[config.mk]
export PLATFORM = sky130hd
export DESIGN_NAME = uart_msg_seq
export DESIGN_NICKNAME = d
export VERILOG_FILES = /design/src/rtl/uart_msg_pkg.sv /design/src/rtl/msg_counter4.sv /design/src/rtl/uart_msg_seq.sv
export SDC_FILE = /design/constraint.sdc
export NUM_CORES = 1
export LEC_CHECK = 0
export CORE_MARGIN = 2
export CORE_UTILIZATION = 45
export CTS_CLUSTER_DIAMETER = 30
export DETAILED_ROUTE_END_ITERATION = 7
export HOLD_SLACK_MARGIN = 0.05
export PLACE_DENSITY = 0.66
export SYNTH_ARGS = -nofsm -noshare
export SYNTH_HDL_FRONTEND = slang
export SYNTH_HIERARCHICAL = 1
export SYNTH_SLANG_ARGS = --single-unit
[constraint.sdc]
create_clock -name clk -period 3.71 [get_ports clk]
set_input_delay 0.371 -clock clk [delete_from_list [all_inputs] [get_ports clk]]
set_output_delay 0.371 -clock clk [all_outputs]
set_load 0.1 [all_outputs]
[src/rtl/uart_msg_pkg.sv]
// Shared constants, state type and ASCII helpers for the UART message sequencer.
// Build option: UART_MSG_HEX_EN selects a hex message counter instead of BCD.
package uart_msg_pkg;

  localparam int unsigned MSG_LEN    = 10;
  localparam int unsigned NUM_DIGITS = 4;

  localparam logic [7:0] CHAR_I  = 8'h49;
  localparam logic [7:0] CHAR_H  = 8'h48;
  localparam logic [7:0] CHAR_P  = 8'h50;
  localparam logic [7:0] CHAR_SP = 8'h20;
  localparam logic [7:0] CHAR_CR = 8'h0D;
  localparam logic [7:0] CHAR_LF = 8'h0A;
  localparam logic [7:0] CHAR_0  = 8'h30;
  localparam logic [7:0] CHAR_A  = 8'h41;

  typedef enum logic {GAP, SEND} state_e;

  function automatic logic [7:0] nibble_to_ascii(input logic [3:0] n);
    if (n < 4'd10) return CHAR_0 + {4'h0, n};
    else return CHAR_A + {4'h0, n} - 8'd10;
  endfunction

  // Byte at position idx of "IHP dddd\r\n", digits taken MSB first from cnt.
  function automatic logic [7:0] msg_byte(input logic [3:0] idx, input logic [15:0] cnt);
    case (idx)
      4'd0:    return CHAR_I;
      4'd1:    return CHAR_H;
      4'd2:    return CHAR_P;
      4'd3:    return CHAR_SP;
      4'd4:    return nibble_to_ascii(cnt[15:12]);
      4'd5:    return nibble_to_ascii(cnt[11:8]);
      4'd6:    return nibble_to_ascii(cnt[7:4]);
      4'd7:    return nibble_to_ascii(cnt[3:0]);
      4'd8:    return CHAR_CR;
      4'd9:    return CHAR_LF;
      default: return 8'h00;
    endcase
  endfunction

endpackage

[src/rtl/msg_counter4.sv]
// Four-digit message counter: BCD by default, 16-bit binary when UART_MSG_HEX_EN is defined.
module msg_counter4
  import uart_msg_pkg::*;
#(
  parameter logic [15:0] START_COUNT = 16'h0000
) (
  input  logic        clk,
  input  logic        reset,
  input  logic        inc,
  output logic [15:0] count
);

  logic [15:0] count_q, count_d;

`ifdef UART_MSG_HEX_EN
  always_comb begin
    count_d = inc ? count_q + 16'd1 : count_q;
  end
`else
  logic carry;

  // Ripple the increment through the digits; a 9 rolls to 0 and carries on.
  always_comb begin
    count_d = count_q;
    carry   = inc;
    for (int i = 0; i < NUM_DIGITS; i++) begin
      if (carry) begin
        if (count_q[4*i +: 4] == 4'd9) begin
          count_d[4*i +: 4] = 4'd0;
        end else begin
          count_d[4*i +: 4] = count_q[4*i +: 4] + 4'd1;
          carry = 1'b0;
        end
      end
    end
  end
`endif

  always_ff @(posedge clk or posedge reset) begin
    if (reset) count_q <= START_COUNT;
    else       count_q <= count_d;
  end

  assign count = count_q;

endmodule

[src/rtl/uart_msg_seq.sv]
// Emits "IHP nnnn\r\n" over a valid/ready byte stream, repeating after an idle gap.
// Build option: UART_MSG_HEX_EN prints the counter as hex (see msg_counter4).
module uart_msg_seq
  import uart_msg_pkg::*;
#(
  parameter int unsigned GAP_CYCLES  = 1000,
  parameter logic [15:0] START_COUNT = 16'h0000
) (
  input  logic        clk,
  input  logic        reset,
  input  logic        enable,
  output logic [7:0]  tx_data,
  output logic        tx_valid,
  input  logic        tx_ready,
  output logic        busy,
  output logic        msg_done,
  output logic [15:0] count
);

  localparam int unsigned   GapW    = $clog2(GAP_CYCLES + 1);
  localparam logic [GapW-1:0] GapLast = GapW'(GAP_CYCLES - 1);
  localparam logic [3:0]    LastIdx = 4'(MSG_LEN - 1);

  state_e          state_q, state_d;
  logic [GapW-1:0] gap_q, gap_d;
  logic [3:0]      idx_q, idx_d;
  logic [7:0]      data_q, data_d;
  logic            valid_q, valid_d;
  logic            busy_q, busy_d;
  logic            done_q, done_d;
  logic            inc;
  logic [15:0]     count_w;

  msg_counter4 #(
    .START_COUNT(START_COUNT)
  ) u_counter (
    .clk  (clk),
    .reset(reset),
    .inc  (inc),
    .count(count_w)
  );

  always_comb begin
    state_d = state_q;
    gap_d   = gap_q;
    idx_d   = idx_q;
    data_d  = data_q;
    valid_d = valid_q;
    busy_d  = busy_q;
    done_d  = 1'b0;
    inc     = 1'b0;
    case (state_q)
      GAP: begin
        if (enable) begin
          if (gap_q == GapLast) begin
            state_d = SEND;
            gap_d   = '0;
            idx_d   = 4'd0;
            data_d  = CHAR_I;
            valid_d = 1'b1;
            busy_d  = 1'b1;
          end else begin
            gap_d = gap_q + 1'b1;
          end
        end
      end
      SEND: begin
        // tx_valid is always high here, so tx_ready alone marks acceptance.
        if (tx_ready) begin
          if (idx_q == LastIdx) begin
            state_d = GAP;
            idx_d   = 4'd0;
            valid_d = 1'b0;
            busy_d  = 1'b0;
            done_d  = 1'b1;
            inc     = 1'b1;
          end else begin
            idx_d  = idx_q + 4'd1;
            data_d = msg_byte(idx_q + 4'd1, count_w);
          end
        end
      end
      default: state_d = GAP;
    endcase
  end

  always_ff @(posedge clk or posedge reset) begin
    if (reset) begin
      state_q <= GAP;
      gap_q   <= '0;
      idx_q   <= 4'd0;
      data_q  <= 8'h00;
      valid_q <= 1'b0;
      busy_q  <= 1'b0;
      done_q  <= 1'b0;
    end else begin
      state_q <= state_d;
      gap_q   <= gap_d;
      idx_q   <= idx_d;
      data_q  <= data_d;
      valid_q <= valid_d;
      busy_q  <= busy_d;
      done_q  <= done_d;
    end
  end

  assign tx_data  = data_q;
  assign tx_valid = valid_q;
  assign busy     = busy_q;
  assign msg_done = done_q;
  assign count    = count_w;

endmodule

# Word-level counts from Yosys, hierarchy flattened
# Index checks and enable logic that the tools add are counted.
# word_totals
reg_bits	41
elab_cells	97
# classes
add_sub_neg	18
order_cmp	4
n_eq_ne	20
mux	39
bitwise	1
n_reduce_logical	5
# ops
cell	n
$pmux 8 s10	1
$mux 8	8
$add 7x4->8 const A	4
$mux 4	8
$sub 8x4->8 const B	4
$add 6x4->7 const A	4
$eq 4x4->1 const B	7
$add 4x1->4 const B	5
$mux 1	17
$eq 4x3->1 const B	4
$lt 4x4->1 const B	4
$pmux 8 s2	1
$add 10x1->10 const B	1
$eq 10x10->1 const B	1
$mux 10	1
$eq 4x2->1 const B	2
$ne 2x2->1 const B	4
$pmux 4 s2	1
$reduce_and 4->1	2
$eq 4x1->1 const B	1
$logic_not 4->1	1
$pmux 1 s2	2
$reduce_and 3->1	1
$ne 2x1->1 const B	1
2 further kinds	2

# Longest topological paths before layout
# Gate-level depths: netlist (run 1).
# logic_depth
word_depth	7
ltp_mapped	9
ltp_nobuf	8

# Modules after synthesis
# Netlist (run 1), hierarchy kept.
# by_module_without_submodules
module	instances	cells_per_inst	area_per_inst_um2	seq_area_each_um2
uart_msg_seq	1	229	1904.3	600.6
msg_counter4	1	77	780.7	400.4

# Worst setup path before layout (run 1)
# No wires, ideal clock.
# synth_timing
kind	flip-flop to flip-flop
start	reg u_counter.count_q[7] (netlist: u_counter/count[7])
end	reg u_counter.count_q[11] (netlist: u_counter/count[11])
setup_ns	0.073
arrival_ns	2.493
slack_ns	1.144
stages_incl_launch_ff	6
n_path_buf	1
path_cell_list	dfrtp_1 > nor3b_2 > or4b_1 > buf_2 > or4_1 > nand3_1
# synth_via
elab_chain_cells	3
# synth_lines
item	line	source
from (decl)	msg_counter4.sv:13	logic [15:0] count_q, count_d;
from (signal assigned)	msg_counter4.sv:41	else count_q <= count_d;
$eq 4x4->1	msg_counter4.sv:28	if (count_q[4*i +: 4] == 4'd9) begin
$mux 1	msg_counter4.sv:28	
$mux 1	msg_counter4.sv:27	if (carry) begin
# No other way between the ends.
# A chain may end at the register's enable or synchronous reset.

# Worst setup path in the final report (run 1)
# layout_timing
start	reg idx_q[1]
end	reg u_counter.count_q[11] (netlist: u_counter/count[11])
# layout_via
elab_chain_cells	6
# layout_lines
item	line	source
from (decl)	uart_msg_seq.sv:26	logic [3:0] idx_q, idx_d;
from (signal assigned)	uart_msg_seq.sv:99	idx_q <= idx_d;
$eq 4x4->1	uart_msg_seq.sv:70	if (idx_q == LastIdx) begin
$mux 1 (3 in series)	--	
net done_d	uart_msg_seq.sv:30	logic done_q, done_d;
$mux 1 (2 in series)	msg_counter4.sv:27	
# The timed path passes the listed nets, and every way through them passes these cells.

==> run metrics, run 1 <==
Synth area leader dfrtp_1; Core Rows 28; crit-path cells inv_1 > ha_1 > nand3b_1 > nor2_1 > nand2_2 > or4b_1 > or4_1 > nand3_1; area of the multi-input gates 1553 sq um; crit path kind register to register; Root Driver clkbuf_8; post-synth top area share 37.28%; largest cells by area after synthesis dfrtp_1, o21ai_0, ha_1, xnor2_1, nand2_1; CP max stage delay 710 ps; Adder-Cell Fraction of Synth Area 5.126%; vias per cell 5.593; most common cell in the netlist dfrtp_1; synthesized area per cell 8.775 sq um; num ports 31; Reg area 1001 sq um; post-synth cell types 62; crit path DAT 3080 ps; initial antenna violation count 0; number of global-route vias before repair 2168; CTS resizes 0; placed insts 400; remaining antenna violation count 0; gp weighted congestion 0.8808; CP max-delay cell or4b_1; Seq cells post-synth 40; RSZ-0062 raised after global routing false; Reg clk slew, reported paths 80 ps; H-tree depth 2; net count after synthesis 321; # nets final 347; DR pass1 iterations 5; CTS Hold Bufs 0; Final Max Tran Viols 0; Layout Cells excl Fill 408; fin crit period 2840 ps; Inserted Clock Buffers 5; crit end category register; number of fill cells 564; Wirelength per Cell 14.31 um; Pleak 1.290 nW; PwrDens 639.5 nW/um^2; Simple-Gate Fraction of Synth Area 24.00%; worst-margin pin slew 970.8 ps; synth warn 6; Clock Tree Buf Depth 2; final worst path period share 76.56%; first-pass GRT wire length 9901 um; Detailed Place HPWL 4200 um; maximum VDD drop 469.8 uV; DR vias 2282; n_diodes 0; CTS tree done; max_cap viols 0; Setup Fix Bufs, Post-CTS 0; core box area 5851 sq um; Die W 81.25 um; number of synthesized flops with an enable pin 0; Mapped Area 2685 sq um; overall die height 81.25 um; largest family of logic cells by synthesized area simple AND/OR/NAND/NOR gates; Slew headroom 35.08%; worst min path class input pin to asynchronous set/reset pin; highest fanout seen on the critical path 9; Initial Utilization 45.89%; Critical Path RT 3940 ps; P&R area growth vs syn 15.84%; worst hold slack 491.5 ps; DIE AREA 6601 sq um; Starting DRT DRC Count 94; synthesized instance count 306; Post-synth ARST share 100.0%; Final setup viols 0; overall power 0.001989 W; largest net degree at the start of global routing 25; mux contribution to synthesized area 1.631%; XOR/XNOR Fraction of Synth Area 6.803%; startpoint type of the worst setup path register; Global Route Usage Sum 19.38%; Final Hold Viols 0; port bufs 29; Synth Area in Compound Gates 20.13%; DRC 0; clk sink count 40; drt total wl 5840 um; Clk Latency, worst-skew pair 300 ps; setup TNS 0 ps; clock skew 6.366 ps; grt total ovfl 0; top_reg_cell synth dfrtp_1; status completed; Commonest cells post-synth dfrtp_1, nand2_1, o21ai_0, nor2_1, inv_1; ratio of cells with drive above 1 in the final layout 6.607%; post-synthesis sequential area ratio 37.28%; Fmax 0.3521 GHz; final core occ 53.17%
layout make-up:
cell class                      instances  area share [%]
Tap cell                               75           3.017
Clock inverter                          2          0.4827
Multi-Input combinational cell        237           49.92
Sequential cell                        40           32.18
Timing Repair Buffer                   30           9.574
Clock buffer                            6           2.655
Inverter                               18           2.172
per-stage QoR:
step	area [sq um]	setup WS, ps
global placement	3013	742.2
floorplan	2685	1144
finish	3110	869.6
CTS	3110	862.4
detailed placement	3013	702.2
global route	3110	617.0
per-layer routing:
metal	GRT usage (%)	up-vias	share of wire [%]
met3	4.000	9	3.1
met5	0	-	0
met4	6.949	0	1.4
li1	-	1140	-
met1	26.04	1095	49
met2	30.91	38	46
where the power goes:
group	total [W]	leakage, nW	switching, W	internal, W
Sequential	0.000661	0.520	0.000133	0.000528
Combinational	0.00101	0.727	0.000675	0.000340
Clock	0.000314	0.0434	0.000163	0.000151
worst paths after layout:
path / start / end / slack, ps / cells past startpoint
hold reg to reg: tx_data[3] / tx_data[3] / 530 / 2
max in group asynchronous: reset / idx_q[0] / 2570 / 2
hold / removal: reset / u_counter/count[2] / 490 / 2
min in group clk: tx_data[3] / tx_data[3] / 530 / 2
setup reg to reg: idx_q[1] / u_counter/count[11] / 870 / 8
setup / recovery: idx_q[1] / u_counter/count[11] / 870 / 8
logic make-up after synthesis:
logic type | count (synthesis)
simple gates | 118
compound gates | 83
flops | 40
buf+inv | 29
xor+xnor | 20
fa+ha+maj | 11
mux | 4
other cells | 1
cell usage in the layout (no fill, tap or decap), types with 2 or more instances in the layout:
cell type and n:
a211o_1 3, a21boi_0 3, a21o_1 6, a21oi_1 9, a222oi_1 2, a22o_1 2, a31oi_1 5, and4b_1 4
clkbuf_8 6, clkdlybuf4s50_1 29, clkinvlp_4 2, dfrtp_1 40, ha_1 11, inv_1 18, mux2_2 3, nand2_1 32
nand2b_1 6, nand3_1 10, nand3b_1 3, nand4_1 4, nor2_1 25, nor2b_1 10, nor3_1 6, nor4bb_1 2
o211ai_1 2, o21ai_0 29, o22a_1 3, o22ai_1 5, o31ai_1 3, or3_1 2, xnor2_1 14, xor2_1 5
critical path: cells and delay by family (launching register included):
kind	cells	cell delay [ps]
simple gates	6	1990
flops	1	480
fa+ha+maj	1	170
buf+inv	1	140
sequential cells by signal, summed over array words and instances, names as in the netlist:
| name | count |
|---|---|
| u_counter/count | 16 |
| busy | 1 |
| state_q | 1 |
| msg_done | 1 |
| gap_q | 10 |
| tx_data | 7 |
| idx_q | 4 |
Power figures use the tool's default switching activity.
==> run 2, diff against run 1 <==
- clock period: 3.71 -> 2.9 ns (I/O delays scaled with it)
==> run metrics, run 2 (synthesis results as in run 1) <==
status completed; first-pass GRT wire length 10390 um; crit-path cells inv_1 > ha_1 > nand3b_1 > nor2_1 > nand2_2 > or4b_1 > buf_4 > o31ai_1 > a22o_1; worst min path class input pin to asynchronous set/reset pin; overall die height 81.25 um; Root Driver clkbuf_8; fin crit period 2660 ps; DR vias 2279; Starting DRT DRC Count 141; vias per cell 5.545; Reg clk slew, reported paths 80 ps; grt total ovfl 0; Clock Tree Buf Depth 2; Final Max Tran Viols 0; clk sink count 40; Initial Utilization 45.89%; Die W 81.25 um; highest fanout seen on the critical path 9; # nets final 351; Detailed Place HPWL 4394 um; remaining antenna violation count 0; clock skew 8.705 ps; Final setup viols 0; ratio of cells with drive above 1 in the final layout 15.18%; gp weighted congestion 0.8625; CP max-delay cell or4b_1; crit path DAT 2890 ps; DR pass1 iterations 4; max reg flops 16; RSZ-0062 raised after global routing false; crit path kind register to register; DRC 0; Final Cell Area 3059 sq um; H-tree depth 2; Setup Fix Bufs, Post-CTS 0; num ports 31; worst-margin pin slew 916.7 ps; final worst path period share 91.74%; Final Hold Viols 0; P&R area growth vs syn 13.93%; Pleak 1.349 nW; startpoint type of the worst setup path register; n_diodes 0; port bufs 29; largest net degree at the start of global routing 25; Global Route Usage Sum 20.11%; Wirelength per Cell 14.65 um; Critical Path RT 3130 ps; max_cap viols 0; Clk Latency, worst-skew pair 290 ps; CTS tree done; Core Rows 28; number of global-route vias before repair 2178; DIE AREA 6601 sq um; most frequent cells in the layout dfrtp_1, nand2_1, buf_4; setup TNS 0 ps; Inserted Clock Buffers 5; PwrDens 815.9 nW/um^2; commonest non-fill, non-tap cell in the layout dfrtp_1; CTS resizes 0; CTS Hold Bufs 0; dpl cell area 2978 sq um; CP max stage delay 620 ps; initial antenna violation count 0; core box area 5851 sq um; maximum VDD drop 447.4 uV; Fmax 0.3759 GHz; crit end category register; number of fill cells 548; drt total wl 6021 um; Slew headroom 38.82%
==> run 2: cell count changes in the layout (fill, tap and decap cells not counted) <==
cell | previous run | this run
clkdlybuf4s50_1 | 29 | 3
clkbuf_8 | 6 | 5
clkinv_2 | 0 | 1
buf_4 | 1 | 31
clkinvlp_4 | 2 | 1
==> run 2: cell type report <==
class | count | area [sq um] | area share [%]
Clock buffer | 5 | 68.82 | 2.249
Clock inverter | 2 | 12.51 | 0.4090
Inverter | 18 | 67.56 | 2.209
Multi-Input combinational cell | 237 | 1553 | 50.76
Sequential cell | 40 | 1001 | 32.72
Tap cell | 75 | 93.84 | 3.067
Timing Repair Buffer | 34 | 262.8 | 8.589
==> run 2: critical path: cells and delay by family, from the launching register on <==
| family | cells | cell delay, ps |
|---|---|---|
| AND/OR/NAND/NOR | 4 | 1160 |
| flip-flops | 1 | 480 |
| AO/OA/AOI/OAI | 2 | 450 |
| buffers and inverters | 2 | 340 |
| adder cells (fa/ha/maj) | 1 | 170 |
==> run 2: per-layer routing <==
layer | share of wire [%] | track usage (%) | up-vias
met1 | 48 | 28.13 | 1083
met3 | 2.9 | 3.889 | 8
met2 | 48 | 31.98 | 43
li1 | - | - | 1145
met5 | 0 | 0 | -
met4 | 1.3 | 5.085 | 0
==> run 2: final timing paths <==
path	from	slack [ps]	endpoint	cells after the start
setup / recovery	idx_q[1]	240	u_counter/count[15]	9
hold / removal	reset	410	u_counter/count[0]	2
setup reg to reg	idx_q[1]	240	u_counter/count[15]	9
hold reg to reg	gap_q[4]	500	gap_q[4]	1
max in group asynchronous	reset	1800	idx_q[0]	2
min in group clk	gap_q[4]	500	gap_q[4]	1
==> run 2: power breakdown <==
group / total (W) / internal [W] / leakage [nW] / switching, W
logic: 0.00131 / 0.000426 / 0.789 / 0.000885
clock network: 0.000356 / 0.000163 / 0.0400 / 0.000194
registers: 0.000828 / 0.000677 / 0.520 / 0.000152
==> run 2: through the flow <==
step	setup WS, ps	util (%)	hold slack [ps]	std cells	power [W]
2_1_floorplan	333.8	-	203.7	306	0.001857
3_3_place_gp	270.8	50.90	484.1	404	0.002133
3_5_place_dp	232.9	50.90	498.8	404	0.002149
4_1_cts	308.2	52.29	422.1	411	0.002513
5_1_grt	81.35	52.29	469.4	411	0.002678
6_report	239.6	52.29	411.2	411	0.002496
==> run 3, diff against run 2 <==
- CAP_MARGIN: default -> 25
- CORE_UTILIZATION: 45 -> 55
- PLACE_DENSITY: 0.66 -> 0.78
- SYNTH_HIERARCHICAL: 1 -> default
==> run metrics, run 3 <==
setup TNS 0 ps; highest fanout seen on the critical path 10; Synth Area in Compound Gates 20.61%; gp weighted congestion 0.8190; post-synthesis sequential area ratio 36.56%; clk sink count 40; maximum VDD drop 549.0 uV; Starting DRT DRC Count 129; RSZ-0062 raised after global routing false; post-synth cell types 56; Adder-Cell Fraction of Synth Area 10.51%; mux contribution to synthesized area 0.9598%; port bufs 29; ratio of cells with drive above 1 in the final layout 13.64%; Mapped Area 2738 sq um; most common cell in the netlist dfrtp_1; number of global-route vias before repair 2057; H-tree depth 2; largest family of logic cells by synthesized area compound AO/OA/AOI/OAI gates; Commonest cells post-synth dfrtp_1, o21ai_0, nand2_1, nor2_1, ha_1; overall die height 74.55 um; Max Used Layer met4; DIE AREA 5558 sq um; Reg clk slew, reported paths 90 ps; final worst path period share 79.47%; Post-synth ARST share 100.0%; CTS tree done; crit-path cells ha_1 > xnor2_1 > o21ai_0 > a211oi_1 > a32oi_1 > o31ai_1; Final Max Tran Viols 0; Synth area leader dfrtp_1; CP max-delay cell dfrtp_1; crit path DAT 2520 ps; Global Route Usage Sum 23.47%; Initial Utilization 57.58%; Core Rows 25; max_cap viols 0; synthesized area per cell 9.005 sq um; largest net degree at the start of global routing 41; Final Hold Viols 0; drt total wl 5913 um; worst-margin pin slew 664.2 ps; # nets final 356; overall power 0.002750 W; startpoint type of the worst setup path register; number of synthesized flops with an enable pin 0; CTS Hold Bufs 0; DR pass1 iterations 4; most frequent cells in the layout dfrtp_1, o21ai_0, nand2_1, buf_4, nor2_1; Seq cells post-synth 40; synthesized instance count 304; worst min path class input pin to asynchronous set/reset pin; CP max stage delay 490 ps; Wirelength per Cell 14.89 um; largest cells by area after synthesis dfrtp_1, ha_1, o21ai_0, nand2_1, xnor2_1; commonest non-fill, non-tap cell in the layout dfrtp_1; Pleak 1.432 nW; Fmax 0.4339 GHz; crit end category register; first-pass GRT wire length 9970 um; Inserted Clock Buffers 5; num ports 31; worst reg2reg path depth 6; clock skew 10.77 ps; Slew headroom 55.38%; PwrDens 884.0 nW/um^2; wl on met1 2896 um; DR vias 2271; fin crit period 2305 ps; initial antenna violation count 0; vias per cell 5.720; Worst R2R End tx_data[1]; crit path from idx_q[0]; P&R area growth vs syn 13.62%; grt total ovfl 0; crit path kind register to register; Clk Latency, worst-skew pair 300 ps; r2r startpoint idx_q[0]; Critical Path RT 3110 ps; Detailed Place HPWL 4427 um; Simple-Gate Fraction of Synth Area 20.38%; core box area 4755 sq um; met3 WL 257 um; WL met2 2649 um; Root Driver clkbuf_8; DRC 0; max reg flops 16; Final setup viols 0; top_reg_cell synth dfrtp_1; Clock Tree Buf Depth 2; CP Capture Point tx_data[1]; synth warn 0; n_diodes 0; Die W 74.55 um; remaining antenna violation count 0; r2r setup slk 600 ps; status completed; post-synth top area share 36.56%; CTS resizes 0; net count after synthesis 331; Setup Fix Bufs, Post-CTS 0; XOR/XNOR Fraction of Synth Area 5.439%
## run 3: how the worst min path moves through the flow
stage | cells past startpoint | startpoint | end | slack [ps]
after global placement | 1 | tx_data[2] | tx_data[2] | 500
after floorplan | 2 | tx_ready | state_q | 460
after CTS | 3 | reset | gap_q[8] | 430
after global routing | 3 | reset | gap_q[8] | 490
after detailed placement | 2 | tx_data[1] | tx_data[1] | 510
final | 3 | reset | gap_q[8] | 410
## run 3: cell families after synthesis
| group | count (synthesis) |
|---|---|
| AO/OA/AOI/OAI | 86 |
| XOR/XNOR | 17 |
| adder cells (fa/ha/maj) | 23 |
| buffers and inverters | 31 |
| flip-flops | 40 |
| multiplexers | 2 |
| other | 1 |
| AND/OR/NAND/NOR | 104 |
## run 3: cell type report
type                            instances  area, sq um
Fill cell                             429         1644
Multi-Input combinational cell        233         1589
Sequential cell                        40         1001
Timing Repair Buffer                   33        255.2
Tap cell                               67        83.83
Clock buffer                            6        82.58
Inverter                               16        60.06
Clock inverter                          2        38.79
## run 3: per-stage QoR
step	cells	area (sq um)	util, %	hold WS (ps)	setup slack [ps]
global route	397	3110	65.42	491.0	334.5
global placement	389	2989	62.87	503.4	692.0
detailed placement	389	2989	62.87	506.7	643.8
CTS	397	3110	65.42	431.8	635.5
finish	397	3110	65.42	407.2	595.3
floorplan	304	2738	-	455.8	205.8
## run 3: critical path, delay by kind of cell, from the launching register on
| kind | cells | cell delay, ps |
|---|---|---|
| xor gates and xnor gates | 1 | 440 |
| AOI/OAI and AO/OA | 4 | 1000 |
| DFF | 1 | 490 |
| adders and majority gates | 1 | 300 |
## run 3: layer usage
layer	track usage, %	up-vias
met1	34.38	1057
li1	-	1137
met5	0	-
met4	7.540	0
met3	4.201	12
met2	35.20	65
## run 3: power breakdown
part | switching, W | total [W] | internal (W)
Sequential | 0.000188 | 0.000873 | 0.000684
Combinational | 0.000964 | 0.00139 | 0.000427
Clock | 0.000205 | 0.000486 | 0.000282
Total | 0.00136 | 0.00275 | 0.00139
